File: src/rtl/cpu_clk_ctrl_pkg.sv
// Shared constants for the CPU clock controller: FSM state encoding and debounce default.
package cpu_clk_ctrl_pkg;

    typedef logic [1:0] state_t;

    localparam state_t ST_STEP = 2'd0;
    localparam state_t ST_RUN  = 2'd1;
    localparam state_t ST_HALT = 2'd2;

    localparam int unsigned DEB_CYCLES_DEFAULT = 500000;

endpackage

File: src/rtl/btn_debounce.sv
// Push-button conditioner: 2-flop synchronizer, stability counter, debounced level and a
// one-cycle press pulse on the debounced 0->1 transition.
module btn_debounce
    import cpu_clk_ctrl_pkg::*;
#(
    parameter int unsigned DEB_CYCLES = DEB_CYCLES_DEFAULT
) (
    input  logic clk,
    input  logic reset,
    input  logic btn,
    output logic press
);

    localparam int unsigned CntW = (DEB_CYCLES > 1) ? $clog2(DEB_CYCLES) : 1;

    logic            sync1_q;
    logic            sync2_q;
    logic            level_q;
    logic            press_q;
    logic [CntW-1:0] cnt_q;
    logic            mismatch;
    logic            done;

    assign mismatch = (sync2_q != level_q);
    // Level flips on the DEB_CYCLES-th consecutive mismatching cycle.
    assign done     = mismatch && (cnt_q == CntW'(DEB_CYCLES - 1));

    always_ff @(posedge clk) begin
        if (reset) begin
            sync1_q <= 1'b0;
            sync2_q <= 1'b0;
            level_q <= 1'b0;
            press_q <= 1'b0;
            cnt_q   <= '0;
        end else begin
            sync1_q <= btn;
            sync2_q <= sync1_q;
            press_q <= 1'b0;
            if (done) begin
                level_q <= sync2_q;
                press_q <= sync2_q;
                cnt_q   <= '0;
            end else if (mismatch) begin
                cnt_q   <= cnt_q + CntW'(1);
            end else begin
                cnt_q   <= '0;
            end
        end
    end

    assign press = press_q;

endmodule

File: src/rtl/cpu_clk_ctrl.sv
// CPU advance controller: free-run from slow_clk ticks, single-step from a button, halt/resume.
// Optional cpu_en pulse counter enabled by defining CPU_CLK_CTRL_CYCLE_CNT_EN.
module cpu_clk_ctrl
    import cpu_clk_ctrl_pkg::*;
#(
    parameter int unsigned DEB_CYCLES = DEB_CYCLES_DEFAULT,
    parameter int unsigned CNT_W      = 32
) (
    input  logic             clk,
    input  logic             reset,
    input  logic             slow_clk,
    input  logic             sw_run,
    input  logic             btn_step,
    input  logic             btn_resume,
    input  logic             halt_req,
    output logic             cpu_en,
    output logic             halted,
    output logic [1:0]       state,
    output logic [CNT_W-1:0] cycle_count
);

    logic   slow_sync1_q;
    logic   slow_sync2_q;
    logic   slow_d_q;
    logic   tick;
    logic   step_press;
    logic   resume_press;
    state_t state_q;
    state_t state_d;
    logic   cpu_en_q;
    logic   cpu_en_d;
    logic   halted_q;

    btn_debounce #(
        .DEB_CYCLES (DEB_CYCLES)
    ) u_step_deb (
        .clk   (clk),
        .reset (reset),
        .btn   (btn_step),
        .press (step_press)
    );

    btn_debounce #(
        .DEB_CYCLES (DEB_CYCLES)
    ) u_resume_deb (
        .clk   (clk),
        .reset (reset),
        .btn   (btn_resume),
        .press (resume_press)
    );

    assign tick = slow_sync2_q & ~slow_d_q;

    always_ff @(posedge clk) begin
        if (reset) begin
            slow_sync1_q <= 1'b0;
            slow_sync2_q <= 1'b0;
            slow_d_q     <= 1'b0;
        end else begin
            slow_sync1_q <= slow_clk;
            slow_sync2_q <= slow_sync1_q;
            slow_d_q     <= slow_sync2_q;
        end
    end

    // halt_req outranks mode changes, which outrank advance pulses; losers are dropped.
    always_comb begin
        state_d  = state_q;
        cpu_en_d = 1'b0;
        case (state_q)
            ST_STEP: begin
                if (halt_req)    state_d  = ST_HALT;
                else if (sw_run) state_d  = ST_RUN;
                else             cpu_en_d = step_press;
            end
            ST_RUN: begin
                if (halt_req)     state_d  = ST_HALT;
                else if (!sw_run) state_d  = ST_STEP;
                else              cpu_en_d = tick;
            end
            ST_HALT: begin
                if (resume_press && !halt_req) state_d = sw_run ? ST_RUN : ST_STEP;
            end
            default: state_d = ST_STEP;
        endcase
        // A step pulse followed by a tick across a mode switch must not merge.
        if (cpu_en_q) cpu_en_d = 1'b0;
    end

    always_ff @(posedge clk) begin
        if (reset) begin
            state_q  <= ST_STEP;
            cpu_en_q <= 1'b0;
            halted_q <= 1'b0;
        end else begin
            state_q  <= state_d;
            cpu_en_q <= cpu_en_d;
            halted_q <= (state_d == ST_HALT);
        end
    end

`ifdef CPU_CLK_CTRL_CYCLE_CNT_EN
    logic [CNT_W-1:0] count_q;

    always_ff @(posedge clk) begin
        if (reset)         count_q <= '0;
        else if (cpu_en_q) count_q <= count_q + CNT_W'(1);
    end

    assign cycle_count = count_q;
`else
    assign cycle_count = '0;
`endif

    assign cpu_en = cpu_en_q;
    assign halted = halted_q;
    assign state  = state_q;

endmodule

File: config.mk
export PLATFORM = sky130hd
export DESIGN_NAME = cpu_clk_ctrl
export DESIGN_NICKNAME = d
export VERILOG_FILES = /design/src/rtl/cpu_clk_ctrl_pkg.sv /design/src/rtl/btn_debounce.sv /design/src/rtl/cpu_clk_ctrl.sv
export SDC_FILE = /design/constraint.sdc
export NUM_CORES = 1
export LEC_CHECK = 0
export CAP_MARGIN = 30
export CORE_AREA = 2 2 102 55
export CTS_BUF_LIST = sky130_fd_sc_hd__clkbuf_8 sky130_fd_sc_hd__clkbuf_16
export DETAILED_ROUTE_END_ITERATION = 16
export DIE_AREA = 0 0 104 57
export PLACE_DENSITY = 0.79
export SYNTH_ARGS = -nofsm -noshare
export SYNTH_HDL_FRONTEND = slang
export SYNTH_SLANG_ARGS = --single-unit
File: constraint.sdc
create_clock -name clk -period 2.7 [get_ports clk]
set_clock_uncertainty 0.15 [all_clocks]
set_input_delay 0.27 -clock clk [delete_from_list [all_inputs] [get_ports clk]]
set_output_delay 0.27 -clock clk [all_outputs]
set_load 0.05 [all_outputs]
# After elaboration in Yosys (flattened, before gate mapping)
# Index checks and enable logic that the tools add are counted.
[word_totals] elab_cells=53 register_bits=53 out_inout_bits=36
[op_classes] n_reduce_logical=10 add_sub_neg=2 n_eq_ne=7 n_bitwise=6 muxes=12
[ops] operator="adder 19 x 1 -> 19 bit, second input constant" count=2
[ops] operator="== test 19 bit, second input constant" count=2
[ops] operator="2-to-1 mux 2 bit" count=5
[ops] operator="case mux 2 bit (3 select lines)" count=1
[ops] operator="OR reduction 2 bit" count=3
[ops] operator="OR reduction 3 bit" count=2
[ops] operator="2-to-1 mux 1 bit" count=5
[ops] operator="NOT 1 bit" count=5
[ops] operator="== test 2 bit, second input constant" count=2
[ops] operator="logical AND 1 bit" count=3
[ops] operator="== test 2 x 1 -> 1 bit, second input constant" count=1
[ops] operator="logical NOT 2 bit" count=1
[ops] operator="!= test 1 bit" count=2
[ops] operator="case mux 1 bit (2 select lines)" count=1
[ops] operator="bitwise AND 1 bit" count=1
[ops] operator="logical NOT 1 bit" count=1

# Logic depth before layout (Yosys ltp)
# Gate-level depths: netlist of the first run.
[depth] word_depth=5 mapped_depth=7 mapped_depth_nobuf=5

# Cells and area by module
# Synthesis of the first run repeated with hierarchy kept, for this count alone.
[unflattened] cells_unflattened=284 area_unflattened_um2=2517.4
[by_module_without_submodules] module="btn_debounce" seq_area_each_um2=460.4 cells_per_inst=115 n_inst=2 area_per_inst_um2=1019.7
[by_module_without_submodules] module="cpu_clk_ctrl" seq_area_each_um2=140.1 cells_per_inst=54 n_inst=1 area_per_inst_um2=478.0

# Least setup slack after synthesis of the first run
# No wires, ideal clock.
[synth_timing] path_type="flip-flop to flip-flop" start="register u_step_deb.cnt_q[12]" end="register u_step_deb.cnt_q[13]" arrival_ns=1.802 setup_time_ns=0.115 slack_ns=0.633 path_stages_with_launch=6 t_required_ns=2.435 n_path_buf=1 period_less_slack_ns=2.067 cell_sequence="dfxtp_1 > or4_1 > or4_4 > o21ai_4 > buf_6 > nor2_1"
[synth_between] elab_chain_cells=3
[synth_lines] item="start, declared" line_no="btn_debounce.sv:20" source="logic [CntW-1:0] cnt_q;"
[synth_lines] item="start signal, assigned" line_no="btn_debounce.sv:44" source="cnt_q <= cnt_q + CntW'(1);"
[synth_lines] item="branches (longest 3 deep; another with adder 19 x 1 -> 19 bit)"
# Several ways; the timed one is not identified.
# A chain may end at the register's enable or synchronous reset.

# Worst setup path after layout of the first run
[layout_timing] start="register u_step_deb.cnt_q[12]" end="register u_step_deb.cnt_q[16]"
# The elaborated chain is that of the path after synthesis.

==> impl_metrics.toml, run 1 <==
[sta]
rsz0062_at_grt = "no"
report.final.setup_viol = 0
worst_pin_slew_ps = 527
whs_ps = 280
fin_crit_ps = 2290
drv_slew = 0
fin_setup_tns_ps = 0
fmax_mhz = 437
setup_slack_ps = 410
hold_violations = 0
period_share_pct = 84.8
relSlewSlack_pct = 64.5

[yosys]
avgSynthCellArea_um2 = 8.90
synth_cell_type_count = 37
ys_warn_count = 0
ys_seq_area_share_pct = 42.3
ys.flop_type = "dfxtp_1"
synth_area_um2 = 2510
synth-edff-count = 0
synth-async-reset-ratio_pct = 0
syn_inst = 282
synth-seq-cells = 53

[routing]
drtIter0Drc = 132
firstDrtPassIters = 4
wl_per_cell_um = 12.2
routed_wirelength_um = 4500
ant_nets = 0
vias_per_cell = 4.96
drc = 0
vias = 1826

[placed_design]
place_worst_setup_slack_ps = 431
dpl_cell_area_um2 = 2570
dp_hpwl_um = 3430
gp_congestion = 0.840
io_buffers = 10
place_inst = 360

[floorplan]
pin_count = 43
die_area_um2 = 5930
fp.coreArea_um2 = 5130
die-height_um = 57
start_util_pct = 48.9
row_count = 19
die_x_um = 104

[critical_path]
cp.required_ps = 2730
cp-start-kind = "register"
arrival_ps = 2320
crit_type = "register to register"
end_kind = "register"
critPathMaxFanout = 18

[cts]
post_cts_buffers = 0
clockBufferDepth = 2
cts_hold_buf = 0
clkSinkCount = 53
clk_pin_slew_ps = 90
clk_latency_ps = 310
cts-root-buf = "clkbuf_8"
postCtsResizedCells = 0
h-tree-depth = 2
cts_tree = "built"
cts_made_buffers = 5

[layout]
stdcell_count = 368
n_antenna_cell = 0
drive_above_1_share_pct = 5.42
fin_nets = 303
areaGrowthSynthToFinish_pct = 7.17
finalInstanceArea_um2 = 2690
final_core_util_pct = 52.4
nFillCells = 456
mostFrequentLayoutCells = "53 x dfxtp_1, 41 x nor2_1, 32 x conb_1, 20 x xnor2_1, 13 x nand4_1"
layout_commonest_cell = "dfxtp_1"

[power_and_ir_drop]
intPower_mw = 1.11
p_comb_share_pct = 9.6
peakVddDrop_v = 0.000244
static-leakage-power_nw = 0.895
seqPwrFrac_pct = 53.2
p_per_area_nw_per_um2 = 555
power_frac_clock_pct = 37.2
p_sw_uw = 381
switching_share_pct = 25.5
total_power_mw = 1.49

[global_route]
globalRoute.totalOverflow = 0
grt_pass1_vias = 1656
grt_pass1_wl_um = 7790
grt.total_usage_pct = 16.3
grt_max_degree = 19
antenna_found_initial = 0

[job]
drv_cap = 0

[worst_hold_path]
hold_class = "register to register"

[status]
status = "complete, no violations"
power groups by stage:
| stage | Sequential, mW | Clock, mW | Combinational [mW] |
|---|---|---|---|
| CTS | 0.795 | 0.571 | 0.143 |
| detailed placement | 0.813 | 0 | 0.143 |
| finish | 0.794 | 0.555 | 0.144 |
| global placement | 0.813 | 0 | 0.142 |
| global route | 0.796 | 0.597 | 0.149 |
| floorplan | 0.822 | 0 | 0.149 |
registers in the layout, indices dropped and copies added, names as in the netlist:
| name | count |
|---|---|
| cpu_en | 1 |
| slow_sync1_q | 1 |
| u_step_deb.sync2_q | 1 |
| u_resume_deb.sync2_q | 1 |
| u_resume_deb.level_q | 1 |
| slow_sync2_q | 1 |
| u_resume_deb.cnt_q | 19 |
| state | 2 |
| u_step_deb.press | 1 |
| u_resume_deb.press | 1 |
| u_step_deb.cnt_q | 19 |
| u_resume_deb.sync1_q | 1 |
| u_step_deb.level_q | 1 |
| slow_d_q | 1 |
| u_step_deb.sync1_q | 1 |
| halted | 1 |
cell families after synthesis:
group / after synthesis / synth area share (%)
other: 1 / 0.149
XOR/XNOR: 31 / 10.8
adder cells (fa/ha/maj): 2 / 0.996
flip-flops: 53 / 42.3
AND/OR/NAND/NOR: 129 / 28.5
buffers and inverters: 46 / 12.0
multiplexers: 3 / 1.25
AO/OA/AOI/OAI: 17 / 4.14
layout make-up:
type                    count  area (um^2)  share of cell area [%]
repair buffers             14          130                    4.83
flip-flops and latches     53         1060                    39.4
inverters                   6         22.5                   0.837
clock buffers               6         82.6                    3.07
clock inverters             2         37.5                    1.39
multi-input cells         214         1270                    47.0
well taps                  73         91.3                    3.39
worst max-delay path: stages (launching register included):
cell and delay [ps]:
dfxtp_1 370, or4_1 550, or4_4 540, o21ai_4 440
nor2_1 110
Yosys cell counts, types with 7 or more instances:
cell      instances  share of area [%]
dfxtp_1          53                 42
nor2_1           41                6.1
buf_4            32                9.6
xnor2_1          20                7.0
nand4_1          13                3.2
xor2_1           11                3.8
nand3_1          10                2.0
nand2_1           9                1.3
a21oi_1           8                1.6
nor3_1            8                1.6
clkbuf_1          7                1.0
nor2b_1           7                1.7
metal layers:
layer  wire length [um]  GRT usage, %
met1               2400          24.2
met2               1750          22.8
met3                324          4.34
met4                 21          5.98
met5                  0             0
worst paths after layout:
path	to	slack, ps	cells past startpoint	startpoint
worst min-delay path	cpu_en	280	1	cpu_en
worst min register to register	cpu_en	280	1	cpu_en
worst max-delay path	u_step_deb.cnt_q[16]	410	4	u_step_deb.cnt_q[12]
worst max register to register	u_step_deb.cnt_q[16]	410	4	u_step_deb.cnt_q[12]
Note: power is estimated with default switching activity, not from simulation.
==> inputs of run 2 (changes only) <==
- CORE_AREA: 2 2 102 55 -> 2 2 107 57
- DIE_AREA: 0 0 104 57 -> 0 0 109 59
- PLACE_DENSITY: 0.79 -> 0.77
- clock period: 2.7 -> 1.9 ns (I/O delays scaled with it)
==> impl_metrics.toml, run 2 (synthesized netlist as in run 1, its figures left out) <==
[critical_path]
arrival_ps = 2190
critPathMaxFanout = 4
crit_type = "register to register"
cp.required_ps = 1990
end_kind = "register"
cp-start-kind = "register"

[cts]
clockBufferDepth = 2
cts_tree = "built"
post_cts_buffers = 0
cts-root-buf = "clkbuf_8"
clk_latency_ps = 300
h-tree-depth = 2
clkSinkCount = 53
cts_hold_buf = 0
clk_pin_slew_ps = 90
cts_made_buffers = 5

[sta]
hold_violations = 0
drv_slew = 0
rsz0062_at_grt = "yes"
period_share_pct = 110
setup_slack_ps = -197
fin_crit_ps = 2100
fmax_mhz = 477
report.final.setup_viol = 19

[routing]
routed_wirelength_um = 4630
vias_per_cell = 5.09
drtIter0Drc = 38
vias = 2027
drc = 0
wl_per_cell_um = 11.6
firstDrtPassIters = 4
ant_nets = 0

[layout]
n_antenna_cell = 0
finalInstanceArea_um2 = 2950
mostFrequentLayoutCells = "51 x dfxtp_1, 41 x nor2_1, 35 x buf_4, 32 x conb_1, 20 x xnor2_1"
fin_nets = 334
layout_commonest_cell = "dfxtp_1"
final_core_util_pct = 54.6
drive_above_1_share_pct = 17.2
areaGrowthSynthToFinish_pct = 17.3

[power_and_ir_drop]
p_per_area_nw_per_um2 = 668
peakVddDrop_v = 0.000290
switching_share_pct = 26.7
static-leakage-power_nw = 1.06
p_comb_share_pct = 10.5
p_sw_uw = 525
seqPwrFrac_pct = 57.4
total_power_mw = 1.97
intPower_mw = 1.44
power_frac_clock_pct = 32.1

[floorplan]
start_util_pct = 46.5
pin_count = 43
die_x_um = 109
row_count = 19
fp.coreArea_um2 = 5400
die_area_um2 = 6430
die-height_um = 59

[global_route]
globalRoute.totalOverflow = 0
grt.total_usage_pct = 16.2
grt_max_degree = 19
antenna_found_initial = 0
grt_pass1_vias = 1964
grt_pass1_wl_um = 8240

[placed_design]
io_buffers = 10
dp_hpwl_um = 3440
gp_congestion = 0.881
dpl_cell_area_um2 = 2830

[status]
status = "finished, violations left"
violations = "setup timing"

[worst_hold_path]
hold_class = "input pin to register"

[job]
drv_cap = 0
[run 2: cell count changes in the layout (fill, tap and decap cells not counted), sizes merged]
cell and change:
clkdlybuf4s50 -2, bufinv -1, buf +33
[run 2: cell type report]
type / instances / area [um^2]
clock buffers: 6 / 82.6
inverters: 6 / 22.5
repair buffers: 45 / 383
well taps: 73 / 91.3
flip-flops and latches: 53 / 1060
fillers: 451 / 2450
multi-input cells: 214 / 1290
clock inverters: 1 / 7.51
[run 2: power groups by stage]
stage / clock network, mW / logic [mW] / registers, mW
final: 0.632 / 0.207 / 1.13
after floorplan: 0 / 0.212 / 1.17
after global routing: 0.691 / 0.220 / 1.13
after global placement: 0 / 0.204 / 1.15
after CTS: 0.661 / 0.206 / 1.13
after detailed placement: 0 / 0.206 / 1.15
[run 2: what timing repair did]
item	4_1_cts	5_1_grt
setup endpoints to repair	19	38
pin swaps	0	2
gates resized for setup	1	5
[run 2: critical path, stage by stage, from the launching register on]
cell and delay, ps:
dfxtp_2 330, or4_4 530, or4_4 580, or3_4 340, a21oi_2 110
[run 2: worst paths after layout]
kind / startpoint / end / slack (ps) / cells past startpoint
worst max-delay path: u_step_deb.cnt_q[12] / u_step_deb.level_q / -200 / 4
worst min register to register: cpu_en / cpu_en / 290 / 1
worst max register to register: u_step_deb.cnt_q[12] / u_step_deb.level_q / -200 / 4
worst min-delay path: btn_resume / u_resume_deb.sync1_q / 290 / 2
[run 2: metal layers]
metal / global-route usage [%] / routed length [um] / vias up
li1: - / - / 994
met2: 29.6 / 2250 / 58
met4: 8.24 / 89 / 0
met5: 0 / 0 / -
met3: 3.63 / 213 / 8
met1: 18.1 / 2070 / 967
[run 2: per-stage QoR]
stage	worst slack, ps	setup TNS [ps]	instances	hold slack, ps
CTS	-155	-2140	398	279
global route	-246	-3720	398	300
finish	-197	-3070	398	288
detailed placement	-154	-2270	391	277
floorplan	-154	-1940	313	168
global placement	-120	-1500	391	263
==> inputs of run 3 (changes only) <==
- CTS_CLUSTER_SIZE: unset -> 10
==> results of run 3 <==
Final layout, timing and power as in run 2 (identical DEF).
